===== config.mk =====
export PLATFORM = sky130hd
export DESIGN_NAME = trap_ctrl_v2
export DESIGN_NICKNAME = d
export VERILOG_FILES = /design/src/rtl/trap_ctrl_v2.sv
export SDC_FILE = /design/constraint.sdc
export NUM_CORES = 1
export LEC_CHECK = 0
export ABC_AREA = 1
export CORE_ASPECT_RATIO = 2
export CORE_MARGIN = 4
export CORE_UTILIZATION = 30
export DETAILED_ROUTE_END_ITERATION = 8
export GPL_TIMING_DRIVEN = 1
export SLEW_MARGIN = 20
export SYNTH_ARGS = -nofsm -noshare
export SYNTH_HDL_FRONTEND = slang
export SYNTH_SLANG_ARGS = --single-unit

===== constraint.sdc =====
create_clock -name clk -period 3.05 [get_ports clk]
set_clock_uncertainty 0.1 [all_clocks]
set_input_delay 0.7625 -clock clk [delete_from_list [all_inputs] [get_ports clk]]
set_output_delay 0.7625 -clock clk [all_outputs]
set_load 0.01 [all_outputs]

===== src/rtl/trap_ctrl_v2.sv =====
// ---------------------------------------------------------------------------
// trap_ctrl_v2
//
// Machine-mode trap controller between the ID/EX stage and the CSR file.
// It arbitrates synchronous exceptions against the standard machine
// interrupts (MEI, MSI, MTI) and NUM_LOCAL_INT local interrupts that live at
// mie/mip bits 16 and up.
//
// An accepted interrupt is parked in a registered ARMED state until the
// pipeline reaches an instruction boundary. It is then committed in TRAP,
// which produces mepc, mcause and the trap target. Exceptions take a purely
// combinational path and commit in the same cycle that they are raised.
//
// Ports:
//   clk                     core clock
//   rst_sync                synchronous active-high reset
//   flush                   pipeline flush (only blocks a new IDLE->ARMED)
//   stall_n                 0 = pipeline stalled, FSM and jump tracker hold
//   exc_raise / exc_code    synchronous exception at the commit point
//   instr_addr_id_ex        address of the instruction in ID/EX
//   jump_addr_ex/jump_en_ex taken jump target and its valid strobe
//   mstatus_mie, mie, mip   global enable, per-source enables and pendings
//   mtvec_base/mtvec_mode   mtvec fields
//   ext_int_code            external interrupt controller source code
//   any_interrupt_come      (mie & mip) != 0
//   valid_interrupt_request interrupt eligible, the core flushes on this
//   trap_occurred           trap commit pulse (CSR write strobe)
//   trap_busy               FSM not IDLE
//   new_mepc/new_mcause     CSR write values
//   trap_jump_addr          trap target PC
// ---------------------------------------------------------------------------
module trap_ctrl_v2 #(
  parameter int PC_LEN        = 32,
  parameter int NUM_LOCAL_INT = 8,
  parameter int EXC_CODE_W    = 5,
  parameter int JUMP_HOLD     = 2,
  parameter int EXT_REDIRECT  = 1
) (
  input  logic                      clk,
  input  logic                      rst_sync,
  input  logic                      flush,
  input  logic                      stall_n,
  input  logic                      exc_raise,
  input  logic [EXC_CODE_W-1:0]     exc_code,
  input  logic [PC_LEN-1:0]         instr_addr_id_ex,
  input  logic [PC_LEN-1:0]         jump_addr_ex,
  input  logic                      jump_en_ex,
  input  logic                      mstatus_mie,
  input  logic [16+NUM_LOCAL_INT-1:0] mie,
  input  logic [16+NUM_LOCAL_INT-1:0] mip,
  input  logic [29:0]               mtvec_base,
  input  logic [1:0]                mtvec_mode,
  input  logic [26:0]               ext_int_code,
  output logic                      any_interrupt_come,
  output logic                      valid_interrupt_request,
  output logic                      trap_occurred,
  output logic                      trap_busy,
  output logic [PC_LEN-1:0]         new_mepc,
  output logic [31:0]               new_mcause,
  output logic [31:0]               trap_jump_addr
);

  localparam int IRQ_W = 16 + NUM_LOCAL_INT;
  localparam int IDX_W = 5;
  localparam int CNT_W = 3;

  typedef enum logic [1:0] {
    IDLE  = 2'd0,
    ARMED = 2'd1,
    TRAP  = 2'd2
  } state_t;

  state_t             state_q, state_d;
  logic [30:0]        cause_q, cause_d;
  logic [IDX_W-1:0]   src_q, src_d;
  logic [CNT_W-1:0]   jump_cnt_q;
  logic [PC_LEN-1:0]  last_jump_q;

  logic [IRQ_W-1:0]   pend;
  logic               win_found;
  logic [IDX_W-1:0]   win_idx;
  logic [30:0]        win_code;
  logic               trap_int;

  assign pend               = mie & mip;
  assign any_interrupt_come = |pend;

  assign valid_interrupt_request = any_interrupt_come & mstatus_mie & ~exc_raise &
                                   (state_q == IDLE);

  // Fixed-priority pick among enabled+pending sources: MEI, MSI, MTI, then
  // the local lines with the lowest index winning. The local scan runs from
  // the top down so the last hit (lowest index) is the one that sticks.
  // Pending bits outside these sources never produce a winner.
  always_comb begin
    win_found = 1'b0;
    win_idx   = '0;
    if (pend[11]) begin
      win_found = 1'b1;
      win_idx   = IDX_W'(11);
    end else if (pend[3]) begin
      win_found = 1'b1;
      win_idx   = IDX_W'(3);
    end else if (pend[7]) begin
      win_found = 1'b1;
      win_idx   = IDX_W'(7);
    end else begin
      for (int i = NUM_LOCAL_INT - 1; i >= 0; i--) begin
        if (pend[16+i]) begin
          win_found = 1'b1;
          win_idx   = IDX_W'(16 + i);
        end
      end
    end
  end

  // Cause code for the winner. An external controller can redirect MEI to
  // its own source code (shifted up by 4) so software can dispatch directly.
  always_comb begin
    win_code = {{(31-IDX_W){1'b0}}, win_idx};
    if ((win_idx == IDX_W'(11)) && (EXT_REDIRECT != 0)) begin
      win_code = {ext_int_code, 4'b0000};
    end
  end

  // Next-state logic. The interrupt source index is kept alongside the cause
  // so ARMED can notice when that particular source is withdrawn. An
  // exception seen while ARMED wins; the interrupt is dropped and simply
  // re-arbitrated once the FSM is back in IDLE. TRAP always lasts exactly
  // one cycle, even under stall, so the commit strobe is a single pulse.
  always_comb begin
    state_d = state_q;
    cause_d = cause_q;
    src_d   = src_q;
    unique case (state_q)
      IDLE: begin
        if (valid_interrupt_request && win_found && stall_n && !flush) begin
          state_d = ARMED;
          cause_d = win_code;
          src_d   = win_idx;
        end
      end
      ARMED: begin
        if (stall_n) begin
          if (exc_raise || !pend[src_q] || !mstatus_mie) begin
            state_d = IDLE;
          end else begin
            state_d = TRAP;
          end
        end
      end
      TRAP: begin
        state_d = IDLE;
      end
      default: begin
        state_d = IDLE;
      end
    endcase
  end

  // FSM state and latched cause/source registers.
  always_ff @(posedge clk) begin
    if (rst_sync) begin
      state_q <= IDLE;
      cause_q <= '0;
      src_q   <= '0;
    end else begin
      state_q <= state_d;
      cause_q <= cause_d;
      src_q   <= src_d;
    end
  end

  // Raw trap indication, used internally even in the reset cycle; the
  // outputs are masked by reset so nothing commits while it is asserted.
  assign trap_int      = (state_q == TRAP) | exc_raise;
  assign trap_occurred = trap_int & ~rst_sync;
  assign trap_busy     = (state_q != IDLE) & ~rst_sync;

  // Jump tracker: for JUMP_HOLD unstalled cycles after a taken jump, the
  // instruction in ID/EX is not yet the architectural successor, so mepc
  // must point at the jump target instead. A trap clears the window and
  // wins over a jump arriving in the same cycle.
  always_ff @(posedge clk) begin
    if (rst_sync) begin
      jump_cnt_q  <= '0;
      last_jump_q <= '0;
    end else if (stall_n) begin
      if (trap_int) begin
        jump_cnt_q <= '0;
      end else if (jump_en_ex) begin
        jump_cnt_q  <= CNT_W'(JUMP_HOLD);
        last_jump_q <= jump_addr_ex;
      end else if (jump_cnt_q != '0) begin
        jump_cnt_q <= jump_cnt_q - CNT_W'(1);
      end
    end
  end

  assign new_mepc = (jump_cnt_q != '0) ? last_jump_q : instr_addr_id_ex;

  // CSR write values. A committing interrupt takes precedence over a
  // same-cycle exception. Vectored mode offsets the base by the cause code
  // in words, wrapping inside the 30-bit BASE field. Exceptions always
  // jump to the base. With no trap the values are parked at zero.
  always_comb begin
    new_mcause     = '0;
    trap_jump_addr = '0;
    if (state_q == TRAP) begin
      new_mcause = {1'b1, cause_q};
      if (mtvec_mode == 2'b01) begin
        trap_jump_addr = {mtvec_base + cause_q[29:0], 2'b00};
      end else begin
        trap_jump_addr = {mtvec_base, 2'b00};
      end
    end else if (exc_raise) begin
      new_mcause     = 32'(exc_code);
      trap_jump_addr = {mtvec_base, 2'b00};
    end
  end

endmodule


* After elaboration in Yosys (flattened, before gate mapping)
Index checks and enable logic that the tools add are counted.
** Storage, ports and cells
- Register bits after elaboration :: 73
- Latch bits :: 0
- Memory bits (writable) :: 0
- Bits in read-only memories :: 0
- Input port bits :: 183
- Output and inout port bits :: 100
- Logic and storage cells :: 79
- Memories :: 0
** Operators by class
- Add/subtract/negate cells :: 2
- Multiply operators :: 0
- Div/mod/pow operators :: 0
- Order comparisons :: 1
- Equal/unequal tests :: 6
- Shift-type cells :: 0
- Mux-type cells :: 38
- Bitwise logic cells :: 10
- Reduce and logical (&&, ||, !) cells :: 17
** Operator list (count)
- $mux 32 :: 5
- $mux 5 :: 12
- $mux 31 :: 1
- $add 30x30->30 :: 1
- $and 24x24->24 :: 1
- $reduce_or 24->1 :: 1
- $mux 1 :: 12
- $mux 3 :: 3
- $lt 5x6->1 const B :: 1
- $mux 2 :: 3
- $reduce_and 2->1 :: 3
- $reduce_bool 3->1 :: 2
- $and 1x1->1 :: 5
- $bmux 1 s5 :: 1
- $eq 5x4->1 const B :: 1
- $eq 2x1->1 const B :: 2
- $pmux 2 s2 :: 1
- $logic_and 1x1->1 :: 3
- $logic_not 1->1 :: 3
- $not 1->1 :: 3
- $reduce_and 3->1 :: 1
- $sub 3x1->3 const B :: 1
- $eq 2x2->1 const B :: 1
- $logic_not 2->1 :: 1
- 5 further kinds :: 6

* Depth between registers and ports, before layout
Gate-level depths: netlist (run 1).
- Depth in word-level cells :: 17
- Mapped depth :: 13

* Worst setup path after synthesis (run 1)
OpenSTA, ideal clock, no wires.
- Kind :: input -> output
- From :: input mtvec_base[0]
- To :: output trap_jump_addr[14]
- Data arrival time :: 2.331 ns
- Data required time :: 2.188 ns
- Path slack :: -0.143 ns
- Stages on the path :: 9
- Buffers on the path :: 0
- Cells stage by stage :: ha_1 > fa_1 > nand3_1 > nand3_1 > nand3_1 > nand3_1 > xor2_1 > nor2_1 > o21ai_0
** On the way
- Word-level cells in the longest chain between the ends :: 3
** RTL lines
- start: declaration :: RTL line 51 : input logic [29:0] mtvec_base,
- $add 30x30->30 :: RTL line 212 : trap_jump_addr = {mtvec_base + cause_q[29:0], 2'b00};
- $mux 32 :: RTL line 211 : if (mtvec_mode == 2'b01) begin
- $mux 32 :: RTL line 209 : if (state_q == TRAP) begin
- end: declaration :: RTL line 60 : output logic [31:0] trap_jump_addr
No other way between the ends.

* Final worst setup path (run 1)
Ends and elaborated chain as after synthesis.

==> out/results.ini, run 1 <==
[clock_network]
cts_root_buffer = clkbuf_16
cts_sinks = 72
clkLatencyLatePin_ns = 0.34
htreeDepth = 3
ctsHoldBuffers = 0
cts_tree = done
path_clk_slew_ns = 0.06
cts_buffers = 9
clock_path_buffers = 2

[run_status]
violations = negative setup slack
status = finished with violations

[synth]
synthCells = 1192
synth_edf_count = 0
ys_warn_count = 0
synth-seq-cells = 72
syn_avg_cell_area_um2 = 5.70
ys.flop_type = dfxtp_1
synth_area_um2 = 6800
synthArstFlopShare = 0
synth.distinct_cells = 43
ys_seq_area_frac = 0.212

[worst_setup_path]
cpPeakStageDelay_ns = 0.38
crit_required_ns = 2.19
crit_chain = buf_6, ha_4, fa_2, nand3_2, nand3_4, nand3_4, nand3_4, xor2_1, nor2_1, o21ai_2, buf_2
arrival_ns = 2.42
crit_fanout = 5
critPathSlowestCell = fa_2
cpMostUsedCell = nand3_4
endpoint_kind = primary output
cp_top_family = adder cells
cp.buffers_inverters = 2
criticalPathCategory = in2out
start_kind = input pin

[routing]
wire_per_inst_um = 16.8
via_per_inst = 4.82
drt_iter0_drc = 451
drt_wl_total_um = 32400
drcViolationCount = 0
drtAntennaViolNets = 0
drtPass1Iterations = 6
vias = 9287

[power]
p_seq_frac = 0.289
p_leak_nw = 6.38
pwr-share-comb = 0.357
switchingPower_mw = 1.06
peakVddDrop_mv = 0.328
power.density_nw_per_um2 = 258
switching_share = 0.311
power_frac_clock = 0.355
finalPower_mw = 3.41
p_int_mw = 2.35

[global_route]
antenna_found_initial = 3
overflow = 0
grt_max_degree = 48
grt_pass1_wl_um = 48500
grt_pass1_vias = 9384
grt_use_total = 0.244

[placement]
place_congestion = 0.941
io_buffers = 280
dpl.hpwl_um = 24200
dpl_cell_area_um2 = 11000

[min_path]
hold_class = reg2reg

[sta]
max_freq_mhz = 305
finalHoldViolations = 0
rsz0062_at_grt = yes
finalCriticalPeriod_ns = 3.28
setup_violations = 25
period_share = 1.07
setup_ws_ns = -0.229
finalMaxSlewViolations = 0

[cells_and_area]
nets = 1856
drive_gt1_frac = 0.374
synthToLayoutAreaGrowth_pct = 94.6
finish.instance_area_um2 = 13200
final_common_cell = nand2_1
final_cell_mix = 227 x nand2_1, 184 x clkdlybuf4s50_1, 167 x buf_4, 157 x inv_1, 104 x nand2_2
post-route-util = 0.594

[floorplan]
core-area_um2 = 22300
start_util = 0.306
num_rows = 77
die_area_um2 = 25300
dieHeight_um = 221
die_w_um = 114
ios = 283

[run]
drv_cap = 0

[state kept, by name, indices dropped and copies added, names as in the netlist]
register	count
last_jump_q	32
cause_q	31
state_q	2
jump_cnt_q	3
src_q	4
[final timing paths]
| check | from | slack, ns | depth (start not counted) | to |
|---|---|---|---|---|
| worst max-delay path | mtvec_base[0] | -0.23 | 11 | trap_jump_addr[14] |
| worst min-delay path | last_jump_q[8] | 0.35 | 2 | last_jump_q[8] |
| worst max register to register | state_q[1] | 0.93 | 9 | last_jump_q[9] |
| worst min register to register | last_jump_q[8] | 0.35 | 2 | last_jump_q[8] |
[cell usage after synthesis, types with 3 or more instances]
cell,n,area [um2]
inv_1,181,679
nand3_1,86,430
buf_4,3,22.5
a21oi_2,29,254
nand2_2,35,219
xor2_1,10,87.6
buf_1,6,22.5
a22o_1,3,26.3
o211ai_1,5,37.5
nor3_1,11,55.1
nor2_1,127,477
o21ai_0,114,571
and2_1,3,18.8
a21oi_1,62,310
a31oi_1,3,18.8
nand2_1,339,1270
clkbuf_1,26,97.6
nand4_1,10,62.6
dfxtp_1,72,1440
buf_2,8,40.0
ha_1,31,388
[worst min-delay path: cells and delay by family (launching register included)]
kind / cells / cell delay (ns)
DFF: 1 / 0.29
AOI/OAI and AO/OA: 1 / 0.05
buffers and inverters: 1 / 0.05
[kinds of logic (layout without fill, tap and decap cells)]
group	after synthesis	count (layout)	synth area share
simple gates	621	621	0.387
other cells	1	5	0.000552
xor+xnor	11	11	0.0142
flops	72	72	0.212
compound gates	224	224	0.188
fa+ha+maj	32	32	0.0600
buf+inv	231	684	0.138
[cell type report]
| cell class | instances | area, um2 |
|---|---|---|
| antenna | 3 | 7.51 |
| clock buffer | 10 | 239 |
| clock inverter | 6 | 90.1 |
| fill | 2070 | 9020 |
| inverter | 184 | 712 |
| multi-input combinational | 890 | 5970 |
| sequential | 72 | 1440 |
| tap | 276 | 345 |
| timing repair buffer | 484 | 4430 |
[timing repair]
item / CTS / global route
setup buffers: 36 / 11
pin swaps: 165 / 76
gates resized for setup: 586 / 147
endpoints found under the setup margin: 68 / 64
gates cloned: 1 / 0
[routing by layer]
layer	share of wire	global-route usage	vias up	wire length, um
li1	-	-	4665	-
met2	0.56	0.474	295	18300
met3	0.044	0.0336	85	1440
met5	0	0	-	0
met1	0.33	0.232	4242	10800
met4	0.058	0.142	0	1870
[power by group through the flow]
stage               sequential, mW  clock, mW  combinational, mW
floorplan                     1.00          0              0.418
global placement              1.00          0               1.05
detailed placement            1.00          0               1.05
CTS                          0.985       1.24               1.18
global route                 0.988       1.28               1.32
finish                       0.986       1.21               1.22
[through the flow]
stage	setup slack, ns	setup TNS, ns	instances	hold WS, ns
2_1_floorplan	0.00409	0	1193	0.324
3_3_place_gp	-1.08	-31.15	1862	0.334
3_5_place_dp	-1.11	-31.21	1862	0.340
4_1_cts	-0.207	-1.61	1914	0.349
5_1_grt	-0.317	-5.54	1925	0.360
6_report	-0.229	-3.21	1925	0.349
Power figures use the tool's default switching activity.
==> inputs of run 2 (changes only) <==
--- a/config.mk
+++ b/config.mk
@@ -11,6 +11,7 @@
 export CORE_UTILIZATION = 30
 export DETAILED_ROUTE_END_ITERATION = 8
 export GPL_TIMING_DRIVEN = 1
+export MAX_ROUTING_LAYER = met4
 export SLEW_MARGIN = 20
 export SYNTH_ARGS = -nofsm -noshare
 export SYNTH_HDL_FRONTEND = slang
==> constraint.sdc (replaced) <==
create_clock -name clk -period 3.05 [get_ports clk]
set_clock_uncertainty 0.1 [all_clocks]
set_input_delay 0.305 -clock clk [delete_from_list [all_inputs] [get_ports clk]]
set_output_delay 0.305 -clock clk [all_outputs]
set_load 0.01 [all_outputs]
==> run 2 against run 1 <==
  * The run now ends clean
  * Flip-flop and latch count stayed put
  * Setup slack better by 0.35 ns
  * Non-clock buffer count is 120 lower
  * Global-route usage is 1.4 points lower
  * Highest routed layer unchanged
==> out/results.ini, run 2 (synthesis gave the netlist of run 1 again) <==
[placement]
io_buffers = 280
dp.cells = 1786
dpl_cell_area_um2 = 10400
place_congestion = 0.986
dpl.hpwl_um = 23600

[power]
p_seq_frac = 0.318
switching_share = 0.308
peakVddDrop_mv = 0.203
power.density_nw_per_um2 = 280
pwr-share-comb = 0.329
switchingPower_uw = 952
p_leak_nw = 4.98
power_frac_clock = 0.353
p_int_mw = 2.14

[sta]
setup_violations = 0
rsz0062_at_grt = yes
finalMaxSlewViolations = 0
finalHoldViolations = 0
slew_headroom = 0.336
whs_ns = 0.349
finalCriticalPeriod_ns = 2.93
period_share = 0.960
worstMarginPinSlew_ns = 0.990
max_freq_mhz = 342

[cells_and_area]
final_common_cell = nand2_1
finish.instance_area_um2 = 11100
max_flop_register = last_jump_q
largest_register_ffs = 32
nets = 1736
reg_top3 = last_jump_q: 32 flops, cause_q: 31 flops, src_q: 4 flops
drive_gt1_frac = 0.155
nFillCells = 2331
final_cell_mix = 332 x nand2_1, 239 x clkdlybuf4s50_1, 180 x inv_1, 113 x nor2_1, 112 x o21ai_0
stdcell_count = 1802
synthToLayoutAreaGrowth_pct = 62.6
num_antenna_cells = 0

[floorplan]
ios = 283
dieHeight_um = 221
num_rows = 77
die_area_um2 = 25300
start_util = 0.306
core-area_um2 = 22300
die_w_um = 114

[routing]
vias = 8515
via_per_inst = 4.73
drt_iter0_drc = 310
dr_wl_met3_um = 1190
wl_met2_um = 16200
drtPass1Iterations = 5
drt_wl_total_um = 28900
drcViolationCount = 0
wire_per_inst_um = 16.0
top_layer = met4
drtAntennaViolNets = 0
m1WireLength_um = 10400

[clock_network]
path_clk_slew_ns = 0.06
cts_buffers = 9
cts_root_buffer = clkbuf_16
cts_sinks = 72
cts_tree = done
ctsHoldBuffers = 0
clkLatencyLatePin_ns = 0.34
post_cts_buffers = 0
clock_path_buffers = 2
htreeDepth = 3

[worst_setup_path]
reg2regPathDepth = 6
r2r_end = src_q[3]
endpoint_kind = primary output
start_kind = register
cpMostUsedCell = nand2_1
criticalPathCategory = reg2out
cp_top_family = simple AND/OR/NAND/NOR gates
cp.buffers_inverters = 3
cpPeakStageDelay_ns = 0.53
crit_required_ns = 2.64
reg2reg_slack_ns = 1.17
reg2reg_from = state_q[0]
arrival_ns = 2.52
crit_chain = ha_4, nand2_1, inv_1, buf_4, nand2_1, nor3_1, nand3_1, nand3b_1, nand2_1, nand2_1, o21ai_1, nand2_1, clkdlybuf4s50_1
crit_fanout = 4
critPathSlowestCell = clkdlybuf4s50_1

[global_route]
grt_pass1_vias = 8342
grt_use_total = 0.229
grt_max_degree = 65
antenna_found_initial = 0
grt_pass1_wl_um = 44200
overflow = 0

[min_path]
hold_depth = 2
hold_class = reg2reg
whs_endpoint = last_jump_q[4]
hold_start = last_jump_q[4]

[run_status]
status = completed

[run]
drv_cap = 0

-- run 2: cell types whose count changed in the layout (fill, tap and decap cells not counted), sizes merged --
cell           change
bufbuf             -1
dlymetal6s2s      -17
inv                -1
buf              -176
clkinvlp           +1
clkdlybuf4s50     +55
clkdlybuf4s15      -1
clkbuf             -7
clkinv             +1
diode              -3
dlygate4sd2       +27
bufinv             -1
-- run 2: per-layer routing --
| metal | track usage | vias up |
|---|---|---|
| met4 | 0.0875 | 0 |
| met1 | 0.227 | 3813 |
| met2 | 0.438 | 221 |
| met5 | - | - |
| met3 | 0.0309 | 57 |
| li1 | - | 4424 |
-- run 2: power groups by stage --
stage / sequential, mW / clock (mW) / combinational (mW)
6_report: 0.985 / 1.09 / 1.02
5_1_grt: 0.987 / 1.17 / 1.12
4_1_cts: 0.985 / 1.12 / 1.02
3_5_place_dp: 1.01 / 0 / 1.01
3_3_place_gp: 1.00 / 0 / 1.00
2_1_floorplan: 1.00 / 0 / 0.417
-- run 2: tightest hold or removal path, delay by kind of cell, from the launching register on --
| kind | cells | cell delay, ns |
|---|---|---|
| AOI/OAI and AO/OA | 1 | 0.05 |
| DFF | 1 | 0.30 |
| buffers and inverters | 1 | 0.05 |
-- run 2: repair_timing --
item | CTS | global route
pin swaps | 3 | 0
gates resized for setup | 66 | 38
setup endpoints to repair | 28 | 17
endpoints found under the hold margin | 0 | 0
-- run 2: how the worst max path moves through the flow --
stage	from	cells after the start	endpoint	slack (ns)
final	cause_q[7]	13	trap_jump_addr[20]	0.12
after detailed placement	mtvec_base[0]	14	trap_jump_addr[18]	-0.33
after CTS	cause_q[23]	12	trap_jump_addr[27]	0.003
after floorplan	cause_q[0]	9	trap_jump_addr[14]	0.77
after global placement	mtvec_base[0]	14	trap_jump_addr[18]	-0.33
after global routing	cause_q[10]	12	trap_jump_addr[20]	-0.004
-- run 2: stage by stage --
stage / power (mW) / utilization / setup WS (ns) / TNS [ns]
floorplan: 1.42 / - / 0.770 / 0
detailed placement: 2.01 / 0.466 / -0.327 / -4.40
finish: 3.10 / 0.497 / 0.123 / 0
global route: 3.27 / 0.497 / -0.00352 / -0.00474
CTS: 3.13 / 0.490 / 0.00332 / 0
global placement: 2.01 / 0.466 / -0.329 / -3.98
-- run 2: area by class of cell --
type	instances	area, um2	area share
Multi-Input combinational cell	890	4820	0.436
Sequential cell	72	1450	0.131
Timing Repair Buffer	364	3450	0.312
Tap cell	276	345	0.0312
Clock inverter	6	67.6	0.00611
Clock buffer	10	229	0.0207
Inverter	184	696	0.0629
==> RTL change 1 (settings of run 1) <==
Register the input `mtvec_mode` before use, with the module's reset. The logic sees it one clock later. The other inputs are not delayed to match.
--- a/src/rtl/trap_ctrl_v2.sv
+++ b/src/rtl/trap_ctrl_v2.sv
@@ -71,4 +71,14 @@
   } state_t;
 
+  logic [1:0] mtvec_mode_q;
+
+  always_ff @(posedge clk) begin
+    if (rst_sync) begin
+      mtvec_mode_q <= '0;
+    end else begin
+      mtvec_mode_q <= mtvec_mode;
+    end
+  end
+
   state_t             state_q, state_d;
   logic [30:0]        cause_q, cause_d;
@@ -209,5 +219,5 @@
     if (state_q == TRAP) begin
       new_mcause = {1'b1, cause_q};
-      if (mtvec_mode == 2'b01) begin
+      if (mtvec_mode_q == 2'b01) begin
         trap_jump_addr = {mtvec_base + cause_q[29:0], 2'b00};
       end else begin
Check against the original RTL: not equivalent (Yosys sat finds a counterexample within 4 cycles, from zero or initial values and one cycle with rst_sync high).
==> RTL change 1 against run 1 <==
- largest power group unchanged
- clock power down 8%
- critical endpoint unchanged
- fmax fell by 0.32%
- sequential cell count is 2 higher
- wire length down 4.8%
- critical path type unchanged
- the flow still finishes with violations (negative setup slack)
- synthesized area grew 0.39%
- largest cell class unchanged
- combinational power decreased by 5%
- power decreased by 3.8%
- worst setup slack got worse by 0.010 ns
- global-route usage fell by 0.95 points
- sequential share of layout area is 0.53 points higher
- cell area is 2.0% lower
- synthesized cell count rose by 0.84%
==> RTL change 1: results <==
set metrics [dict create \
    status "finished with violations" \
    violations "negative setup slack" \
    synth_commonest_cells "359 x nand2_1, 180 x inv_1, 128 x nor2_1, 111 x o21ai_0, 83 x nand3_1" \
    met1Wirelength_um 10700 \
    syn_area_per_cell_sq_um 5.68 \
    max_stage_delay_ns 0.37 \
    worst_path_max_delay_cell "fa_2" \
    grt_max_degree 45 \
    ys_seq_area_share_pct 21.7 \
    drive_gt1_share_pct 35.2 \
    hp-start "last_jump_q[6]" \
    port_buffers 280 \
    post_cts_resized 613 \
    drt-total-wl_um 30900 \
    cp-startpoint "mtvec_base[0]" \
    p_clk_uw 1110 \
    grt_pass1_wl_um 47200 \
    cp_max_fo 5 \
    dpl.cell_count 1870 \
    use_met2_pct 46.5 \
    clk_pin_slew_ns 0.06 \
    track_usage_pct 23.4 \
    wl_met3_um 1360 \
    dr.first_iter.drc_count 374 \
    cts.path.max_buffers 2 \
    ir_worst_vdd_mv 0.264 \
    worstPathArrival_ns 2.43 \
    comb_power_uw 1160 \
    nNetsFinal 1841 \
    r2r_cells 8 \
    timing.final.ws_setup_ns -0.239 \
    clk_latency_ns 0.35 \
    ys_top_cells_by_area "dfxtp_1 22%, nand2_1 20%, inv_1 9.9%" \
    gp_congestion 0.887 \
    viasPerCell 4.77 \
    reg2reg_slack_ns 0.90 \
    synth.distinct_cells 41 \
    antenna_found_initial 4 \
    ys_dominant_reg_cell "dfxtp_1" \
    slew-limit-headroom_pct 58.8 \
    min_to "last_jump_q[6]" \
    comb_power_share_pct 35.3 \
    power.leakage_uw 0.00603 \
    h-tree-depth 3 \
    setup_violations 24 \
    use_met3_pct 3.20 \
    top_layer "met4" \
    routedWlPerCell_um 16.1 \
    grt_util_met1_pct 23.3 \
    p_int_uw 2240 \
    first_pass_iters 5 \
    dp_hpwl_um 23500 \
    post_cts_buffers 15 \
    grt_pass1_vias 9123 \
    r2r-start "state_q[0]" \
    fillCellCount 2119 \
    wl_met2_um 17800 \
    reg2reg_to "last_jump_q[18]" \
    finalSetupTns_ns -2.89 \
]
-- RTL change 1: kinds of logic after synthesis --
family / after synthesis / share of synthesized area (%)
AO/OA/AOI/OAI: 221 / 18.1
XOR/XNOR: 11 / 1.41
adder cells (fa/ha/maj): 32 / 5.98
buffers and inverters: 236 / 14.1
flip-flops: 74 / 21.7
other: 1 / 0.0549
AND/OR/NAND/NOR: 627 / 38.7
-- RTL change 1: layout make-up --
cell class,instances,area share (%)
Inverter,189,5.63
Clock inverter,7,0.589
Multi-Input combinational cell,893,45.9
Tap cell,276,2.66
Sequential cell,74,11.4
Antenna cell,4,0.0772
Clock buffer,9,1.74
Timing Repair Buffer,459,31.9
-- RTL change 1: through the flow --
step           worst slack (ns)  cell area, sq um  hold WS (ns)
2_1_floorplan           0.00404              6850         0.324
3_3_place_gp              -1.11             11000         0.335
3_5_place_dp              -1.15             11000         0.341
4_1_cts                  -0.233             12600         0.349
5_1_grt                  -0.313             13000         0.367
6_report                 -0.239             13000         0.344
==> RTL change 2 (settings of run 1) <==
Without the edit above. The parameter `PC_LEN` goes from 32 to 16.
--- a/src/rtl/trap_ctrl_v2.sv
+++ b/src/rtl/trap_ctrl_v2.sv
@@ -31,5 +31,5 @@
 // ---------------------------------------------------------------------------
 module trap_ctrl_v2 #(
-  parameter int PC_LEN        = 32,
+  parameter int PC_LEN        = 16,
   parameter int NUM_LOCAL_INT = 8,
   parameter int EXC_CODE_W    = 5,
Interface: changed (resized instr_addr_id_ex, jump_addr_ex and new_mepc); port bits go from 283 to 235. The function was not compared with the original's and may differ.
==> RTL change 2 against run 1 <==
- the run still ends with negative setup slack left
- non-clock buffer count shrank 46
- power shrank 27%
- wire length down 11%
- synthesized area shrank 9.7%
- worst setup slack lost 0.023 ns
- synthesized cell count decreased by 9.6%
- via count is 9.1% lower
- cell area decreased by 9.8%
- sequential cell count shrank 16
- global-route usage down 0.11 points
==> RTL change 2: results <==
set metrics [dict create \
    status "finished with violations" \
    violations "negative setup slack" \
    reg_top3 "cause_q x30, last_jump_q x16, src_q x5" \
    worstPathArrival_ns 2.44 \
    gp_congestion 1.07 \
    cp_max_fo 5 \
    grt_max_degree 36 \
    setup_violations 24 \
    ys_top_cells_by_area "nand2_1 19%, dfxtp_1 18%, inv_1 10%" \
    power.leakage_uw 0.00535 \
    numCtsBuffers 5 \
    met1Wirelength_um 9250 \
    drt-total-wl_um 28700 \
    ys_seq_area_share_pct 18.3 \
    synth.distinct_cells 44 \
    grt_pass1_wl_um 43200 \
    synth_commonest_cells "312 x nand2_1, 165 x inv_1, 116 x nor2_1, 87 x nand3_1, 77 x o21ai_0" \
    viasPerCell 4.83 \
    drive_gt1_share_pct 42.5 \
    grt_pass1_vias 8674 \
    finalSetupTns_ns -3.27 \
    dp_hpwl_um 21600 \
    first_pass_iters 4 \
    grt_util_met1_pct 21.9 \
    clk_latency_ns 0.30 \
    track_usage_pct 24.3 \
    timing.final.ws_setup_ns -0.252 \
    port_buffers 232 \
    use_met3_pct 3.74 \
    wl_met2_um 15900 \
    antenna_found_initial 2 \
    wl_met3_um 1330 \
    nNetsFinal 1666 \
    h-tree-depth 2 \
]
## RTL change 2: cell count changes after synthesis, sizes merged, moves of 12 or more
cell	delta
a21oi	-15
nand2	-24
inv	-12
o21ai	-37
dfxtp	-16
nor2	-12
## RTL change 2: path summary, 6_finish.rpt
path	startpoint	endpoint	slack [ns]
setup / recovery	mtvec_base[0]	trap_jump_addr[26]	-0.25
hold / removal	last_jump_q[12]	last_jump_q[12]	0.35
setup reg to reg	jump_cnt_q[0]	jump_cnt_q[1]	1.26
hold reg to reg	last_jump_q[12]	last_jump_q[12]	0.35
## RTL change 2: stage by stage
step	instances	hold WS [ns]	instance area, sq um	worst slack (ns)
after floorplan	1078	0.325	6150	0.00682
after CTS	1737	0.355	11500	-0.212
final	1748	0.350	11900	-0.252
after global routing	1748	0.375	11900	-0.351
after detailed placement	1687	0.344	9740	-1.39
after global placement	1687	0.336	9740	-1.42
## RTL change 2: layout make-up
class | count | area, sq um
flip-flops and latches | 56 | 1120
multi-input cells | 811 | 5710
fillers | 1742 | 8060
diodes | 2 | 5.00
inverters | 171 | 662
well taps | 262 | 328
repair buffers | 438 | 3950
clock inverters | 2 | 38.8
clock buffers | 6 | 129
## RTL change 2: cells by family after synthesis
group | count (synthesis) | share of synthesized area (%)
buf+inv | 211 | 14.6
other cells | 1 | 0.0611
flops | 56 | 18.3
compound gates | 173 | 16.4
fa+ha+maj | 32 | 6.64
xor+xnor | 10 | 1.43
simple gates | 594 | 42.6
## RTL change 2: what timing repair did
item	in CTS	in global routing
pin swaps	158	100
setup buffers	41	10
setup endpoints to repair	56	37
cloned	1	0
resized for setup	592	108
## RTL change 2: power breakdown
group / internal [uW] / total [uW] / switching, uW
registers: 751 / 764 / 13.1
clock network: 392 / 676 / 284
logic: 545 / 1060 / 510
total: 1690 / 2500 / 807
